File: config.mk
export PLATFORM = sky130hd
export DESIGN_NAME = instr_fetch_ctrl
export DESIGN_NICKNAME = d
export VERILOG_FILES = /design/src/rtl/instr_fetch_ctrl.sv
export SDC_FILE = /design/constraint.sdc
export NUM_CORES = 1
export LEC_CHECK = 0
export BUFFER_PORTS_ARGS = -buffer_cell sky130_fd_sc_hd__buf_2
export CAP_MARGIN = 30
export CORE_UTILIZATION = 60
export DETAILED_ROUTE_END_ITERATION = 8
export PLACE_DENSITY_LB_ADDON = 0.05
export SLEW_MARGIN = 20
export SYNTH_ARGS = -nofsm -noshare
export SYNTH_HDL_FRONTEND = slang
export SYNTH_SLANG_ARGS = --single-unit
export TNS_END_PERCENT = 50
File: constraint.sdc
create_clock -name clock -period 18.3 [get_ports clock]
set_input_delay 0.915 -clock clock [delete_from_list [all_inputs] [get_ports clock]]
set_output_delay 0.915 -clock clock [all_outputs]
set_load 0.01 [all_outputs]
File: src/rtl/instr_fetch_ctrl.sv
// instr_fetch_ctrl: fetch sequencer for the RV32I instruction ROM.
// Owns the program counter and drives the ROM address. It tracks the ROM's
// 1-cycle read latency and delivers {instr, pc, err} entries to decode over a
// valid/ready stream, buffered in a 2-entry FIFO.
// Ports:
//   clock, reset       - system clock; asynchronous active-high reset
//   run                - 1 = new fetches may be issued
//   redirect_valid/pc  - single-cycle fetch restart request (pc[1:0] ignored)
//   rom_pc             - combinational byte address to the ROM
//   rom_instr          - ROM data for the address latched on the previous edge
//   out_valid/ready    - output handshake; out_instr/out_pc/out_err = FIFO head
//   fetch_count        - number of accepted handshakes (wraps)
module instr_fetch_ctrl #(
  parameter logic [31:0] RESET_PC  = 32'h0000_0000,
  parameter int          ROM_WORDS = 32,
  parameter logic [31:0] NOP_INSTR = 32'h0000_0013
) (
  input  logic        clock,
  input  logic        reset,
  input  logic        run,
  input  logic        redirect_valid,
  input  logic [31:0] redirect_pc,
  output logic [31:0] rom_pc,
  input  logic [31:0] rom_instr,
  output logic        out_valid,
  input  logic        out_ready,
  output logic [31:0] out_instr,
  output logic [31:0] out_pc,
  output logic        out_err,
  output logic [31:0] fetch_count
);

  localparam logic [31:0] ROM_LIMIT = 32'(ROM_WORDS * 4);

  typedef struct packed {
    logic [31:0] instr;
    logic [31:0] pc;
    logic        err;
  } entry_t;

  logic [31:0] fetch_pc;
  logic        inflight;
  logic [31:0] inflight_pc;
  logic [1:0]  count;
  entry_t      buf0, buf1;

  logic [31:0] target;
  logic        pop;
  logic        push;
  logic        issue;
  logic [2:0]  occ;
  entry_t      new_entry;

  assign target    = redirect_pc & ~32'd3;
  assign rom_pc    = redirect_valid ? target : fetch_pc;
  assign out_valid = (count != 2'd0);
  assign out_instr = buf0.instr;
  assign out_pc    = buf0.pc;
  assign out_err   = buf0.err;

  always_comb begin
    pop  = out_valid && out_ready;
    occ  = {1'b0, count} + {2'b00, inflight} - {2'b00, pop};
    // A redirect flushes everything, so its target may always issue.
    issue = redirect_valid ? run : (run && (occ < 3'd2));
    push  = inflight && !redirect_valid;
    // The ROM aliases high addresses, so out-of-range returns are replaced.
    if (inflight_pc >= ROM_LIMIT) new_entry = '{instr: NOP_INSTR, pc: inflight_pc, err: 1'b1};
    else                          new_entry = '{instr: rom_instr, pc: inflight_pc, err: 1'b0};
  end

  always_ff @(posedge clock or posedge reset) begin
    if (reset) begin
      fetch_pc    <= RESET_PC;
      inflight    <= 1'b0;
      inflight_pc <= '0;
      count       <= '0;
      buf0        <= '0;
      buf1        <= '0;
      fetch_count <= '0;
    end else begin
      if (pop) fetch_count <= fetch_count + 32'd1;

      inflight <= issue;
      if (issue) begin
        inflight_pc <= rom_pc;
        fetch_pc    <= rom_pc + 32'd4;
      end else if (redirect_valid) begin
        fetch_pc <= target;
      end

      if (redirect_valid) begin
        count <= '0;
      end else begin
        case ({push, pop})
          2'b01: begin
            buf0  <= buf1;
            count <= count - 2'd1;
          end
          2'b10: begin
            if (count == 2'd0) buf0 <= new_entry;
            else               buf1 <= new_entry;
            count <= count + 2'd1;
          end
          2'b11: begin
            if (count == 2'd1) buf0 <= new_entry;
            else begin
              buf0 <= buf1;
              buf1 <= new_entry;
            end
          end
          default: ;
        endcase
      end
    end
  end

endmodule

==> impl_metrics.tcl <==
set metrics [dict create \
    seq_area_frac_synth_pct 55.84 \
    peakVddDrop_mv 0.09096 \
    setup_tns_ns 0 \
    path_buf_inv 4 \
    rows 47 \
    drtAntennaViolNets 0 \
    finalCritPeriodShare_pct 24.25 \
    cp.required_ns 18.69 \
    p_leak_nw 5.792 \
    clk_pin_slew_ns 0.07 \
    grt_pass1_vias 7687 \
    ys_async_sr_fraction_pct 100.0 \
    cts_post_setup_buffers_inserted 0 \
    routed_via_density 5.469 \
    die_area_mm2 0.01763 \
    finalNetCount 1296 \
    setup-violations-final 0 \
    antenna_found_initial 0 \
    synthesis.area_mm2 0.01026 \
    switching_share_pct 35.00 \
    endpoint_kind "flip-flop" \
    clk_latency_ns 0.51 \
    io_pins 199 \
    final_area_mm2 0.01232 \
    diodes 0 \
    holdCritPathClass "primary input to async pin" \
    drt_iter0_drc 503 \
    switchingPower_uw 649.7 \
    grt_max_degree 100 \
    die_h_um 132.8 \
    grt-ovfl-total 0 \
    pwr-share-comb_pct 30.8 \
    cts_hold_buf 0 \
    dpl.hpwl_um 14960 \
    reg2regPathDepth 14 \
    status "completed" \
    cts_sinks 229 \
    fmax_mhz 225.4 \
    drive_above_1_share_pct 25.34 \
    cpLargestDelayFamily "buffers and inverters" \
    crit_slowest_cell "clkinv_1" \
    slew_headroom_pct 35.46 \
    r2r-start "count[1]" \
    place_area_mm2 0.01144 \
    route.met3.wl_um 1137 \
    routed.top_layer "met4" \
    start_util_pct 61.66 \
    crit_chain "inv_1 -> ha_1 -> nand2b_1 -> inv_1 -> ha_1 -> nor2b_1 -> fa_1 -> and2b_2 -> a21oi_4 -> buf_4 -> clkinv_1 -> nand3b_1 -> a211oi_1 -> xnor2_1" \
    path_max_fanout 60 \
    layout-area-overhead-vs-synth_pct 20.02 \
    worstSetupPathType "flip-flop to flip-flop" \
    cts_tree "done" \
    holdWs_ns 0.4152 \
    start_kind "flip-flop" \
    pwr_density_cell_mw_per_mm2 150.7 \
    ys_types 52 \
    routedWlPerCell_um 15.64 \
    synth-seq-cells 229 \
    drt-total-wl_um 22820 \
    cts_root_buffer "clkbuf_16" \
    drc 0 \
    slew_violations 0 \
    dr_wl_met2_um 10770 \
    hold_violations 0 \
    routed-via-count 7980 \
    arrival_ns 4.83 \
    avgSynthCellArea_um2 9.811 \
    internal-power_mw 1.206 \
    r2r_end "fetch_pc[15]" \
    place.gp.congestion 0.8399 \
    clock_power_share_pct 27.5 \
    core_mm2 0.01664 \
    io_buffers 196 \
    drv_cap 0 \
    grt_first_pass_wirelength_um 37900 \
    r2r_setup_slack_ns 13.86 \
    post_cts_resized 0 \
    synth_fp_nets 1121 \
    synth-edff-count 0 \
    cts.path.max_buffers 3 \
    h-tree-depth 1 \
    syn_inst 1046 \
    cts_buffers 24 \
    power_frac_seq_pct 41.7 \
    grtUsageTotal_pct 26.40 \
    die_w_um 132.8 \
    dr.pass1.iters 4 \
    rsz0062_at_grt "no" \
    worstMarginPinSlew_ns 0.9681 \
    yosys_warnings 0 \
    wl_met1_um 10340 \
    slowest_delay_ns 0.60 \
    finalClockSkew_ns 0.01411 \
    synth_flop_cell "dfrtp_1" \
    period_needed_ns 4.438 \
]
-- worst max-delay path by stage --
| stage | from | to | slack, ns | depth (start not counted) |
|---|---|---|---|---|
| 2_1_floorplan | reset | buf1[0] | 11.11 | 1 |
| 3_3_place_gp | out_ready | fetch_pc[15] | 13.65 | 13 |
| 3_5_place_dp | out_ready | fetch_pc[15] | 13.63 | 13 |
| 4_1_cts | count[1] | fetch_pc[15] | 13.81 | 14 |
| 5_1_grt | count[1] | fetch_pc[15] | 13.47 | 14 |
| 6_report | count[1] | fetch_pc[15] | 13.86 | 14 |
-- power groups by stage --
stage | sequential, mW | clock, mW | combinational [mW]
final | 0.774 | 0.510 | 0.573
after floorplan | 0.795 | 0 | 0.351
after detailed placement | 0.782 | 0 | 0.572
after global routing | 0.796 | 0.536 | 0.641
after global placement | 0.773 | 0 | 0.558
after CTS | 0.774 | 0.515 | 0.576
-- worst reg2reg max path: cells and delay by family, from the launching register on --
kind / cells / cell delay [ns]
DFF: 1 / 0.40
and+or+nand+nor: 4 / 1.14
AOI/OAI and AO/OA: 2 / 0.24
buffers and inverters: 4 / 1.39
adders and majority gates: 3 / 1.02
xor gates and xnor gates: 1 / 0.14
-- per-layer routing --
| metal | up-vias | GRT usage, % |
|---|---|---|
| li1 | 3885 | - |
| met2 | 228 | 42.82 |
| met4 | 0 | 7.663 |
| met5 | - | 0 |
| met3 | 46 | 3.602 |
| met1 | 3821 | 37.35 |
-- metrics by stage --
step                cells  util [%]  total power [mW]  setup slack (ns)
finish               1459     74.01             1.856             13.86
global route         1459     74.01             1.973             13.47
CTS                  1457     73.81             1.865             13.81
detailed placement   1413     68.75             1.354             13.63
global placement     1411     68.46             1.331             13.65
floorplan            1046         -             1.145             11.11
-- final cells by class --
class	count	area (um2)
Sequential cell	229	5731
Clock inverter	13	156.4
Timing Repair Buffer	210	1136
Inverter	35	138.9
Clock buffer	31	686.9
Multi-Input combinational cell	721	4193
Tap cell	220	275.3
Fill cell	1227	4325
-- placed cells by master (no fill, tap or decap), drive strengths merged, types with 4 or more instances in the layout --
cell and count:
a21oi 9, a31oi 63, and2 4, and2b 4
and3 5, buf 209, clkbuf 32, clkinv 9
dfrtp 229, ha 5, inv 34, mux2 43
mux2i 21, nand2 240, nand3 50, nand4 11
nand4b 4, nor2 87, nor3 11, nor4 16
o21ai 57, o22ai 4, xnor2 44, xor2 17
-- state kept, by name, summed over array words and instances (netlist names) --
signal,count
buf1,65
fetch_count,32
fetch_pc,32
inflight_pc,32
out_instr,32
out_pc,32
count,2
inflight,1
out_err,1
-- cells in the mapped netlist (all sizes together) (2+ instances only) --
| library cell | n | area, um2 |
|---|---|---|
| o2111a | 2 | 22.52 |
| o21a | 2 | 15.01 |
| a31oi | 63 | 394.1 |
| mux2 | 43 | 484.2 |
| and3b | 2 | 18.77 |
| a211oi | 2 | 15.01 |
| o21ai | 57 | 285.3 |
| xor2 | 17 | 148.9 |
| and3 | 5 | 32.53 |
| nor4 | 16 | 130.1 |
| a21oi | 9 | 45.04 |
| xnor2 | 44 | 385.4 |
| dfrtp | 229 | 5731 |
| nand2 | 240 | 900.9 |
| nand3 | 50 | 250.2 |
| nand4 | 11 | 68.82 |
| nor3 | 11 | 55.05 |
| clkbuf | 49 | 193.9 |
| nand4b | 4 | 50.05 |
| nand3b | 2 | 15.01 |
| inv | 34 | 127.6 |
| o22ai | 4 | 25.02 |
| nand2b | 3 | 18.77 |
| and2 | 4 | 26.28 |
| ha | 5 | 62.56 |
| nor2 | 87 | 326.6 |
| nor2b | 3 | 18.77 |
| and2b | 4 | 33.79 |
| mux2i | 21 | 210.2 |
| buf | 12 | 68.81 |
-- logic make-up (layout without fill, tap and decap cells) --
family	count (synthesis)	count (layout)	share of synthesized area, %
flip-flops	229	229	55.84
AND/OR/NAND/NOR	448	448	19.46
XOR/XNOR	61	61	5.206
adder cells (fa/ha/maj)	6	6	0.8047
multiplexers	64	64	6.767
AO/OA/AOI/OAI	142	142	8.083
buffers and inverters	96	289	3.840
(Power assumes the default switching activity.)
